==> src/rtl/watch_fnd_ctrl.sv <==
// Four-digit multiplexed 7-segment driver for the stopwatch/clock datapath.
// Inputs are snapshotted at each frame boundary, so every 4-digit frame is self-consistent.
module watch_fnd_ctrl #(
  parameter int unsigned CLK_HZ  = 100_000_000,
  parameter int unsigned SCAN_HZ = 1000
) (
  input  logic       clk,
  input  logic       rst,
  input  logic [6:0] i_msec,
  input  logic [5:0] i_sec,
  input  logic [5:0] i_min,
  input  logic [4:0] i_hour,
  input  logic       i_disp_sel,
  output logic [3:0] fnd_com,
  output logic [7:0] fnd_data
);

  localparam int unsigned SCAN_DIV = CLK_HZ / SCAN_HZ;
  localparam int unsigned PW       = (SCAN_DIV > 1) ? $clog2(SCAN_DIV) : 1;

  localparam logic [7:0] SEG_DASH = 8'hBF;
  localparam logic [7:0] SEG_OFF  = 8'hFF;

  typedef enum logic [1:0] {
    DIG0 = 2'd0,
    DIG1 = 2'd1,
    DIG2 = 2'd2,
    DIG3 = 2'd3
  } digit_t;

  function automatic digit_t next_digit(input digit_t d);
    case (d)
      DIG0:    return DIG1;
      DIG1:    return DIG2;
      DIG2:    return DIG3;
      default: return DIG0;
    endcase
  endfunction

  function automatic logic [7:0] seg7(input logic [6:0] v);
    case (v)
      7'd0:    return 8'hC0;
      7'd1:    return 8'hF9;
      7'd2:    return 8'hA4;
      7'd3:    return 8'hB0;
      7'd4:    return 8'h99;
      7'd5:    return 8'h92;
      7'd6:    return 8'h82;
      7'd7:    return 8'hF8;
      7'd8:    return 8'h80;
      7'd9:    return 8'h90;
      default: return SEG_OFF;
    endcase
  endfunction

  logic [PW-1:0] r_presc;
  logic          w_tick;
  digit_t        r_idx;

  logic [6:0]    r_snap_msec;
  logic [5:0]    r_snap_sec;
  logic [5:0]    r_snap_min;
  logic [4:0]    r_snap_hour;
  logic          r_snap_sel;

  assign w_tick = (r_presc == PW'(SCAN_DIV - 1));

  always_ff @(posedge clk or posedge rst) begin
    if (rst) begin
      r_presc <= '0;
    end else if (w_tick) begin
      r_presc <= '0;
    end else begin
      r_presc <= r_presc + 1'b1;
    end
  end

  always_ff @(posedge clk or posedge rst) begin
    if (rst) begin
      r_idx <= DIG0;
    end else if (w_tick) begin
      r_idx <= next_digit(r_idx);
    end
  end

  // Snapshot on the same edge that wraps idx 3 -> 0, so digit 0 of the new frame already sees it.
  always_ff @(posedge clk or posedge rst) begin
    if (rst) begin
      r_snap_msec <= '0;
      r_snap_sec  <= '0;
      r_snap_min  <= '0;
      r_snap_hour <= '0;
      r_snap_sel  <= 1'b0;
    end else if (w_tick && (r_idx == DIG3)) begin
      r_snap_msec <= i_msec;
      r_snap_sec  <= i_sec;
      r_snap_min  <= i_min;
      r_snap_hour <= i_hour;
      r_snap_sel  <= i_disp_sel;
    end
  end

  logic [6:0] w_hi_val;
  logic       w_hi_bad;
  logic [6:0] w_lo_val;
  logic       w_lo_bad;
  logic [6:0] w_field;
  logic       w_bad;
  logic [6:0] w_tens;
  logic [6:0] w_ones;
  logic [6:0] w_digit;
  logic       w_dp;
  logic [7:0] w_data;
  logic [3:0] w_com;

  always_comb begin
    w_hi_val = '0;
    w_hi_bad = 1'b0;
    w_lo_val = '0;
    w_lo_bad = 1'b0;
    if (r_snap_sel) begin
      w_hi_val = {1'b0, r_snap_sec};
      w_hi_bad = (r_snap_sec > 6'd59);
      w_lo_val = r_snap_msec;
      w_lo_bad = (r_snap_msec > 7'd99);
    end else begin
      w_hi_val = {2'b00, r_snap_hour};
      w_hi_bad = (r_snap_hour > 5'd23);
      w_lo_val = {1'b0, r_snap_min};
      w_lo_bad = (r_snap_min > 6'd59);
    end
  end

  always_comb begin
    w_field = '0;
    w_bad   = 1'b0;
    w_digit = '0;
    w_dp    = 1'b0;
    w_data  = SEG_OFF;

    if ((r_idx == DIG3) || (r_idx == DIG2)) begin
      w_field = w_hi_val;
      w_bad   = w_hi_bad;
    end else begin
      w_field = w_lo_val;
      w_bad   = w_lo_bad;
    end

    w_tens  = w_field / 7'd10;
    w_ones  = w_field % 7'd10;
    w_digit = ((r_idx == DIG3) || (r_idx == DIG1)) ? w_tens : w_ones;

    // Page 0 blinks the colon dot at 1 Hz off the centisecond field; page 1 keeps it lit.
    w_dp   = (r_idx == DIG2) && (r_snap_sel || (r_snap_msec < 7'd50));
    w_data = w_bad ? SEG_DASH : seg7(w_digit);
    if (w_dp) begin
      w_data[7] = 1'b0;
    end
  end

  assign w_com = ~(4'b0001 << r_idx);

  always_ff @(posedge clk or posedge rst) begin
    if (rst) begin
      fnd_com  <= '1;
      fnd_data <= '1;
    end else begin
      fnd_com  <= w_com;
      fnd_data <= w_data;
    end
  end

endmodule
==> config.mk <==
export PLATFORM = sky130hd
export DESIGN_NAME = watch_fnd_ctrl
export DESIGN_NICKNAME = d
export VERILOG_FILES = /design/src/rtl/watch_fnd_ctrl.sv
export SDC_FILE = /design/constraint.sdc
export NUM_CORES = 1
export LEC_CHECK = 0
export BUFFER_PORTS_ARGS = -buffer_cell sky130_fd_sc_hd__buf_2
export CORE_MARGIN = 5
export CORE_UTILIZATION = 56
export DETAILED_ROUTE_END_ITERATION = 12
export PLACE_DENSITY = 0.82
export SYNTH_ARGS = -nofsm -noshare
export SYNTH_HDL_FRONTEND = slang
export SYNTH_SLANG_ARGS = --single-unit
export TNS_END_PERCENT = 1
==> constraint.sdc <==
create_clock -name clk -period 7.8 [get_ports clk]
set_clock_uncertainty 0.2 [all_clocks]
set_input_delay 0.78 -clock clk [delete_from_list [all_inputs] [get_ports clk]]
set_output_delay 0.78 -clock clk [all_outputs]
set_load 0.02 [all_outputs]
==> results of run 1 <==
[metrics by stage]
stage	hold slack, ns	cells
after floorplan	0.246	321
after global placement	0.263	428
after detailed placement	0.273	428
after CTS	0.289	436
after global routing	0.305	436
final	0.283	436
[registers in the layout (all words and copies together) (netlist names)]
name         cells
fnd_com          4
fnd_data         8
r_idx            2
r_presc         17
r_snap_hour      5
r_snap_min       6
r_snap_msec      7
r_snap_sec       6
r_snap_sel       1
[placed cells by master, fill, tap and decap left out, types with 3 or more instances in the layout]
cell / netlist / routed
dfrtp_1: 44 / 44
buf_2: 2 / 38
mux2_2: 31 / 31
nor2_1: 26 / 26
inv_1: 19 / 18
nand2_1: 18 / 18
nor3_1: 13 / 13
o21ai_0: 12 / 12
ha_1: 12 / 12
dfstp_2: 12 / 12
nand3_1: 8 / 8
nor2b_1: 8 / 8
xnor2_1: 8 / 8
xor2_1: 8 / 8
a21o_1: 6 / 6
a21oi_1: 6 / 6
clkbuf_8: 0 / 6
mux2i_1: 5 / 5
a221o_1: 4 / 4
mux4_2: 4 / 4
or3_1: 4 / 4
o21ai_1: 4 / 4
o31a_1: 3 / 3
o31ai_1: 3 / 3
a31oi_1: 3 / 3
nand4_1: 3 / 3
[worst paths after layout]
check / slack, ns / depth (start not counted) / start / to
min: 0.28 / 1 / r_presc[4] / r_presc[4]
max: 1.42 / 27 / r_snap_sel / fnd_data[3]
max reg2reg: 1.42 / 27 / r_snap_sel / fnd_data[3]
min in group asynchronous: 0.44 / 3 / rst / r_idx[1]
max in group asynchronous: 6.52 / 3 / rst / r_presc[8]
min reg2reg: 0.28 / 1 / r_presc[4] / r_presc[4]
[routing by layer]
layer	track usage, %	routed length [um]	up-vias
li1	-	-	1240
met1	27.7	3070	1280
met2	31.2	3300	98
met3	3.57	487	15
met4	5.72	114	0
met5	0	0	-
[cell usage after synthesis (12+ instances only)]
library cell | count | area [um^2]
dfrtp_1 | 44 | 1100
mux2_2 | 31 | 349
nor2_1 | 26 | 97.6
inv_1 | 19 | 71.3
nand2_1 | 18 | 67.6
nor3_1 | 13 | 65.1
dfstp_2 | 12 | 315
ha_1 | 12 | 150
o21ai_0 | 12 | 60.1
[layout make-up]
type,instances,area (um^2),area share (%)
inverters,21,80.1,2.13
repair buffers,39,198,5.26
clock buffers,6,82.6,2.20
multi-input cells,237,1870,49.8
flip-flops and latches,56,1420,37.7
clock inverters,2,13.8,0.366
well taps,75,93.8,2.50
[cell families after synthesis]
group	Yosys count
buffers and inverters	28
AOI/OAI and AO/OA	68
DFF	56
muxes	41
adders and majority gates	12
and+or+nand+nor	100
xor gates and xnor gates	16
[power by group through the flow]
stage / sequential [mW] / clock [mW] / combinational, mW
detailed placement: 0.338 / 0 / 0.226
global route: 0.336 / 0.186 / 0.252
global placement: 0.338 / 0 / 0.221
floorplan: 0.356 / 0 / 0.158
CTS: 0.333 / 0.174 / 0.227
finish: 0.333 / 0.171 / 0.228
==> impl_metrics.json, run 1 <==
{
  "fillers": 470,
  "cp_common_cell": "inv_1",
  "slowest_delay_ns": 0.79,
  "postPlaceCellArea_um2": 3660,
  "netSwitchingFraction_pct": 33.3,
  "period_share_pct": 81.8,
  "die_x_um": 87.9,
  "cts_max_level": 2,
  "required_ns": 7.85,
  "finalWeightedCongestion": 0.936,
  "grt_usage_pct": 19.7,
  "fin_area_um2": 3760,
  "vias": 2633,
  "worst_setup_path_end_kind": "flop",
  "leakagePower_nw": 1.66,
  "synth_edf_count": 0,
  "internal-power_mw": 0.488,
  "cts_buffer_depth": 2,
  "synth_fa_ha_area_share_pct": 4.42,
  "synth_xor_area_share_pct": 4.12,
  "clkSinkCount": 56,
  "hp-class": "flop to flop",
  "drc": 0,
  "initial_utilization_pct": 57.4,
  "routedWlPerCell_um": 16.0,
  "path_class": "flop to flop",
  "drtIter0Drc": 164,
  "slew_violations": 0,
  "dp_worst_setup_slack_ns": 1.45,
  "yosys.area_share.simple_pct": 16.1,
  "grt_pass1_vias": 2574,
  "cts_tree": "yes",
  "ys_types": 66,
  "critPathTopFamily": "compound AO/OA/AOI/OAI gates",
  "p_clk_share_pct": 23.4,
  "synth-main-ff-cell": "dfrtp_1",
  "fp.dieArea_um2": 7730,
  "fin_crit_ns": 6.38,
  "vdd_drop_max_mv": 0.118,
  "tns_ns": 0,
  "fin_ws_ns": 1.42,
  "fin_nets": 399,
  "cap_viol_max_count": 0,
  "max-slew-margin-rel_pct": 33.3,
  "portBuffers": 38,
  "io_pins": 39,
  "synth.net_count": 360,
  "detail_route.vias_per_cell": 6.04,
  "postRouteAntennaNets": 0,
  "sequentialPowerShare_pct": 45.5,
  "die_y_um": 87.9,
  "p_sw_mw": 0.244,
  "grt_pass1_wl_um": 12100,
  "syn_area_um2": 3400,
  "setup_viol": 0,
  "synth-seq-cells": 56,
  "clock_latency_ns": 0.32,
  "fin_util_pct": 63.4,
  "finalHoldViolCount": 0,
  "first_pass_iters": 4,
  "yosysSeqAreaShare_pct": 41.6,
  "rsz0062_at_grt": "no",
  "antenna_found_initial": 0,
  "startpoint_type": "flop",
  "path_clk_slew_ns": 0.10,
  "power_per_cell_area_nw_per_um2": 195,
  "numCtsBuffers": 5,
  "postCtsSetupRepairBufs": 0,
  "tightest_slew_ns": 0.998,
  "synthMuxAreaShare_pct": 14.8,
  "drive_gt1_share_pct": 31.9,
  "p_total_mw": 0.732,
  "async_flop_share_pct": 100,
  "row_count": 28,
  "synth_cells": 321,
  "dp_hpwl_um": 5240,
  "critPathSlowestCell": "dfrtp_1",
  "arrival_ns": 6.43,
  "grt_max_degree": 57,
  "syn_avg_cell_area_um2": 10.6,
  "coreArea_um2": 5920,
  "max_freq_ghz": 0.157,
  "synth_top_family_by_area": "simple AND/OR/NAND/NOR gates",
  "area_delta_synth_final_pct": 10.4,
  "status": "completed",
  "n_antenna_cell": 0,
  "wl_um": 6970,
  "worst-path-buf-inv": 7,
  "critPathMaxFanout": 23,
  "grt.overflow.total": 0,
  "cts.repair.resized": 0,
  "cts_hold_buf": 0,
  "combPwrFrac_pct": 31.1,
  "ys_warn_count": 0,
  "synth_compound_area_share_pct": 15.6,
  "cts-root-buf": "clkbuf_8"
}
(Power assumes the default switching activity.)
==> run 2, diff against run 1 <==
--- a/config.mk
+++ b/config.mk
@@ -7,9 +7,9 @@
 export LEC_CHECK = 0
 export BUFFER_PORTS_ARGS = -buffer_cell sky130_fd_sc_hd__buf_2
 export CORE_MARGIN = 5
-export CORE_UTILIZATION = 56
+export CORE_UTILIZATION = 53
 export DETAILED_ROUTE_END_ITERATION = 12
-export PLACE_DENSITY = 0.82
+export PLACE_DENSITY = 0.81
 export SYNTH_ARGS = -nofsm -noshare
 export SYNTH_HDL_FRONTEND = slang
 export SYNTH_SLANG_ARGS = --single-unit
==> constraint.sdc (replaced) <==
create_clock -name clk -period 5.2 [get_ports clk]
set_clock_uncertainty 0.2 [all_clocks]
set_input_delay 0.52 -clock clk [delete_from_list [all_inputs] [get_ports clk]]
set_output_delay 0.52 -clock clk [all_outputs]
set_load 0.02 [all_outputs]
==> impl_metrics.json, run 2 (synthesis results as in run 1) <==
{
  "status": "completed",
  "tns_ns": 0,
  "row_count": 29,
  "clkSinkCount": 56,
  "finalHoldViolCount": 0,
  "area_delta_synth_final_pct": 22.0,
  "wl_um": 8060,
  "portBuffers": 38,
  "grt_pass1_wl_um": 13300,
  "instances_no_fill": 477,
  "slew_violations": 0,
  "hp-class": "input pin to flop",
  "largest_reg_flops": 17,
  "detail_route.vias_per_cell": 5.95,
  "fin_util_pct": 65.7,
  "clock_latency_ns": 0.31,
  "routedWlPerCell_um": 16.9,
  "max_freq_ghz": 0.197,
  "r2r_setup_slack_ns": 0.11,
  "die_y_um": 90.1,
  "cts_max_level": 2,
  "critPathMaxFanout": 9,
  "met1_length_um": 3390,
  "met2RoutedLength_um": 3990,
  "leakagePower_nw": 1.84,
  "detailroute.wirelength.met3_um": 497,
  "cap_viol_max_count": 0,
  "required_ns": 5.25,
  "fin_nets": 438,
  "max-slew-margin-rel_pct": 23.4,
  "grt.overflow.total": 0,
  "startpoint_type": "flop",
  "hold_end": "r_snap_msec[0]",
  "numCtsBuffers": 5,
  "rsz0062_at_grt": "yes",
  "top_register": "r_presc",
  "drc": 0,
  "vdd_drop_max_mv": 0.188,
  "drtIter0Drc": 160,
  "io_pins": 39,
  "vias": 2838,
  "dp_hpwl_um": 5880,
  "r2r_cells": 27,
  "finalWeightedCongestion": 1.02,
  "n_antenna_cell": 0,
  "die_x_um": 90.1,
  "postRouteAntennaNets": 0,
  "rr_endpoint": "fnd_data[3]",
  "grt_pass1_vias": 2870,
  "tightest_slew_ns": 1.15,
  "power_per_cell_area_nw_per_um2": 286,
  "grt_max_degree": 57,
  "fillers": 508,
  "worst_setup_path_end_kind": "flop",
  "grt_usage_pct": 19.3,
  "cts_buffer_depth": 2,
  "layout_commonest_cell": "dfrtp_1",
  "cts_hold_buf": 0,
  "fin_crit_ns": 5.09,
  "hp-start": "i_msec[0]",
  "period_share_pct": 97.8,
  "setup_viol": 0,
  "first_pass_iters": 4,
  "path_clk_slew_ns": 0.10,
  "drive_gt1_share_pct": 43.3,
  "place_inst": 454,
  "cts-root-buf": "clkbuf_8",
  "path_class": "flop to flop",
  "antenna_found_initial": 0,
  "hold-path-cell-count": 2,
  "coreArea_um2": 6310,
  "arrival_ns": 5.14,
  "final_cell_mix": "dfrtp_1 (41), buf_4 (40), buf_2 (38)",
  "fp.dieArea_um2": 8120,
  "cts_tree": "yes",
  "initial_utilization_pct": 53.9,
  "p_total_mw": 1.19,
  "reg_top3": "r_presc (17), fnd_data (8), r_snap_msec (7)",
  "maxUsedRoutingLayer": "met4",
  "r2r-start": "r_snap_sel"
}
-- run 2: cell types whose count changed in the layout (fill, tap and decap cells not counted), sizes merged --
cell,change
clkinv,-1
buf,+39
clkbuf,+1
-- run 2: critical path, cell delays in order, from the launching register on --
cell and delay, ns:
dfrtp_2 0.48, inv_2 0.09, mux4_2 0.52, a21oi_2 0.13
ha_2 0.20, nor4b_2 0.05, a221o_1 0.30, or2_1 0.23
inv_2 0.08, ha_4 0.13, inv_2 0.03, o31ai_2 0.16
inv_1 0.10, o21ai_4 0.18, xnor2_2 0.15, inv_2 0.08
ha_4 0.18, o21ai_2 0.06, o21ai_2 0.07, mux2i_2 0.20
a211oi_4 0.06, xnor2_1 0.19, a21o_1 0.18, clkinv_2 0.09
ha_4 0.28, inv_2 0.03, a221o_1 0.31, a211o_1 0.23
-- run 2: per-layer routing --
metal  track usage (%)  vias to the layer above
met5                 0                        -
met4              6.70                        0
met3              3.67                       19
met2              32.3                       95
met1              24.9                     1398
li1                  -                     1326
-- run 2: worst max path at each step --
stage                          start           to  slack (ns)  depth (start not counted)
final                     r_snap_sel  fnd_data[3]        0.11                         27
after global routing        r_idx[0]  fnd_data[3]       -0.09                         29
after CTS                   r_idx[0]  fnd_data[3]       0.003                         29
after detailed placement    r_idx[0]  fnd_data[3]       -0.16                         29
after global placement      r_idx[0]  fnd_data[3]        0.07                         29
after floorplan             r_idx[0]  fnd_data[3]       -0.36                         29
-- run 2: layout make-up --
class / instances / area, um^2 / share of cell area (%)
tap: 77 / 96.3 / 2.32
clock buffer: 7 / 76.3 / 1.84
inverter: 21 / 80.1 / 1.93
timing repair buffer: 78 / 490 / 11.8
sequential: 56 / 1420 / 34.2
clock inverter: 1 / 8.76 / 0.211
multi-input combinational: 237 / 1980 / 47.6
-- run 2: power by group --
part	total (mW)	internal [mW]	switching, mW
logic	0.445	0.204	0.241
clock network	0.244	0.0978	0.146
registers	0.497	0.482	0.0150
-- run 2: metrics by stage --
stage	area, um^2	worst slack [ns]	hold WS (ns)
after floorplan	3460	-0.356	0.246
after global placement	3900	0.0723	0.263
after global routing	4150	-0.0854	0.225
after detailed placement	3900	-0.164	0.264
after CTS	4040	0.00286	0.226
final	4150	0.112	0.237
-- run 2: repair_timing --
item / CTS / global route
gates resized for setup: 4 / 13
buffers inserted: 6 / 9
cloned: 0 / 0
pin swaps: 5 / 11
setup endpoints to repair: 1 / 7
==> run 3, diff against run 2 <==
--- a/config.mk
+++ b/config.mk
@@ -6,10 +6,12 @@
 export NUM_CORES = 1
 export LEC_CHECK = 0
 export BUFFER_PORTS_ARGS = -buffer_cell sky130_fd_sc_hd__buf_2
+export CELL_PAD_IN_SITES_DETAIL_PLACEMENT = 1
+export CELL_PAD_IN_SITES_GLOBAL_PLACEMENT = 2
 export CORE_MARGIN = 5
-export CORE_UTILIZATION = 53
+export CORE_UTILIZATION = 34
 export DETAILED_ROUTE_END_ITERATION = 12
-export PLACE_DENSITY = 0.81
+export PLACE_DENSITY = 0.8
 export SYNTH_ARGS = -nofsm -noshare
 export SYNTH_HDL_FRONTEND = slang
 export SYNTH_SLANG_ARGS = --single-unit
==> impl_metrics.json, run 3 (synthesis results as in run 1) <==
{
  "grt.overflow.total": 0,
  "first_pass_iters": 4,
  "cts_tree": "yes",
  "r2r-start": "r_idx[0]",
  "die_y_um": 110,
  "hp-class": "input pin to async pin",
  "leakagePower_nw": 1.90,
  "portBuffers": 38,
  "arrival_ns": 5.18,
  "max_freq_ghz": 0.195,
  "fin_nets": 443,
  "postRouteAntennaNets": 0,
  "detail_route.vias_per_cell": 5.25,
  "startpoint": "r_idx[0]",
  "tightest_slew_ns": 1.05,
  "fin_crit_ns": 5.12,
  "critPathSlowestCell": "dfrtp_1",
  "grt_pass1_wl_um": 15000,
  "clkSinkCount": 56,
  "period_share_pct": 98.5,
  "largest_reg_flops": 17,
  "cts_max_level": 2,
  "p_total_mw": 1.31,
  "fillers": 1116,
  "path_clk_slew_ns": 0.11,
  "drive_gt1_share_pct": 44.4,
  "instances_no_fill": 538,
  "io_pins": 39,
  "drtIter0Drc": 122,
  "slew_violations": 0,
  "final_cell_mix": "buf_4 (44), dfrtp_1 (43), buf_2 (38)",
  "row_count": 36,
  "vias": 2822,
  "rsz0062_at_grt": "yes",
  "finalHoldViolCount": 0,
  "wl_um": 8920,
  "grt_pass1_vias": 2931,
  "cp_common_cell": "inv_2",
  "area_delta_synth_final_pct": 27.4,
  "required_ns": 5.26,
  "power_per_cell_area_nw_per_um2": 303,
  "path_class": "flop to flop",
  "coreArea_um2": 9770,
  "initial_utilization_pct": 34.8,
  "die_x_um": 110,
  "antenna_found_initial": 0,
  "startpoint_type": "flop",
  "clock_latency_ns": 0.32,
  "finalWeightedCongestion": 0.828,
  "place_inst": 514,
  "reg_top3": "r_presc (17), fnd_data (8), r_snap_msec (7)",
  "cts-root-buf": "clkbuf_8",
  "critPathMaxFanout": 6,
  "layout_commonest_cell": "buf_4",
  "n_antenna_cell": 0,
  "routedWlPerCell_um": 16.6,
  "drc": 0,
  "fp.dieArea_um2": 12100,
  "top_register": "r_presc",
  "grt_usage_pct": 15.9,
  "slowest_delay_ns": 0.45,
  "max-slew-margin-rel_pct": 30.1,
  "grt_max_degree": 57,
  "cap_viol_max_count": 0,
  "worst_setup_path_end_kind": "flop",
  "numCtsBuffers": 5,
  "vdd_drop_max_mv": 0.124,
  "cts_buffer_depth": 2,
  "dp_hpwl_um": 6670,
  "setup_viol": 0,
  "status": "completed"
}
-- run 3: changes by cell type in the layout (fill, tap and decap cells not counted), moves of 2 or more --
cell / previous run / this run
dfrtp_2: 3 / 1
bufinv_16: 0 / 2
buf_4: 40 / 44
clkbuf_1: 2 / 0
dfrtp_1: 41 / 43
-- run 3: metal layers --
metal | track usage (%) | vias to the layer above | part of all wire (%) | wire (um)
met3 | 2.91 | 12 | 3.0 | 270
met5 | 0 | - | 0 | 0
met4 | 4.27 | 0 | 1.4 | 123
met1 | 21.7 | 1439 | 46 | 4110
li1 | - | 1337 | - | -
met2 | 26.0 | 34 | 49 | 4420
-- run 3: stage by stage --
stage | setup TNS, ns | worst slack (ns) | hold slack [ns] | utilization [%] | area, um^2
2_1_floorplan | -0.356 | -0.356 | 0.246 | - | 3460
3_3_place_gp | 0 | 0.0552 | 0.263 | 40.9 | 4000
3_5_place_dp | -0.525 | -0.180 | 0.268 | 40.9 | 4000
4_1_cts | 0 | 0.0104 | 0.205 | 43.3 | 4230
5_1_grt | -0.196 | -0.178 | 0.209 | 44.3 | 4330
6_report | 0 | 0.0790 | 0.182 | 44.3 | 4330
-- run 3: layout make-up --
cell class	count	area [um^2]	share of cell area, %
tap	133	166	3.84
clock inverter	3	68.8	1.59
multi-input combinational	237	2000	46.2
clock buffer	5	68.8	1.59
inverter	21	80.1	1.85
sequential	56	1420	32.7
timing repair buffer	83	532	12.3
-- run 3: report_power, final --
part	internal [mW]	switching (mW)
logic	0.216	0.249
clock network	0.194	0.156
registers	0.482	0.0151
-- run 3: critical path, delay by kind of cell, from the launching register on --
family,cells,cell delay (ns)
AO/OA/AOI/OAI,10,1.75
XOR/XNOR,2,0.29
adder cells (fa/ha/maj),5,0.96
buffers and inverters,7,0.47
flip-flops,1,0.45
multiplexers,2,0.53
AND/OR/NAND/NOR,3,0.38
-- run 3: timing repair --
| item | in CTS | in global routing |
|---|---|---|
| setup endpoints to repair | 7 | 7 |
| buffers inserted | 10 | 6 |
| hold buffers | 0 | 0 |
| pin swaps | 2 | 14 |
| resized for setup | 5 | 15 |
-- run 3: worst paths after layout --
check / cells past startpoint / slack (ns) / to
min in group clk: 2 / 0.22 / r_snap_hour[1]
min reg2reg: 1 / 0.28 / r_presc[4]
min: 3 / 0.18 / r_snap_hour[1]
max reg2reg: 29 / 0.08 / fnd_data[3]
max: 29 / 0.08 / fnd_data[3]
max in group asynchronous: 3 / 4.13 / r_snap_sel
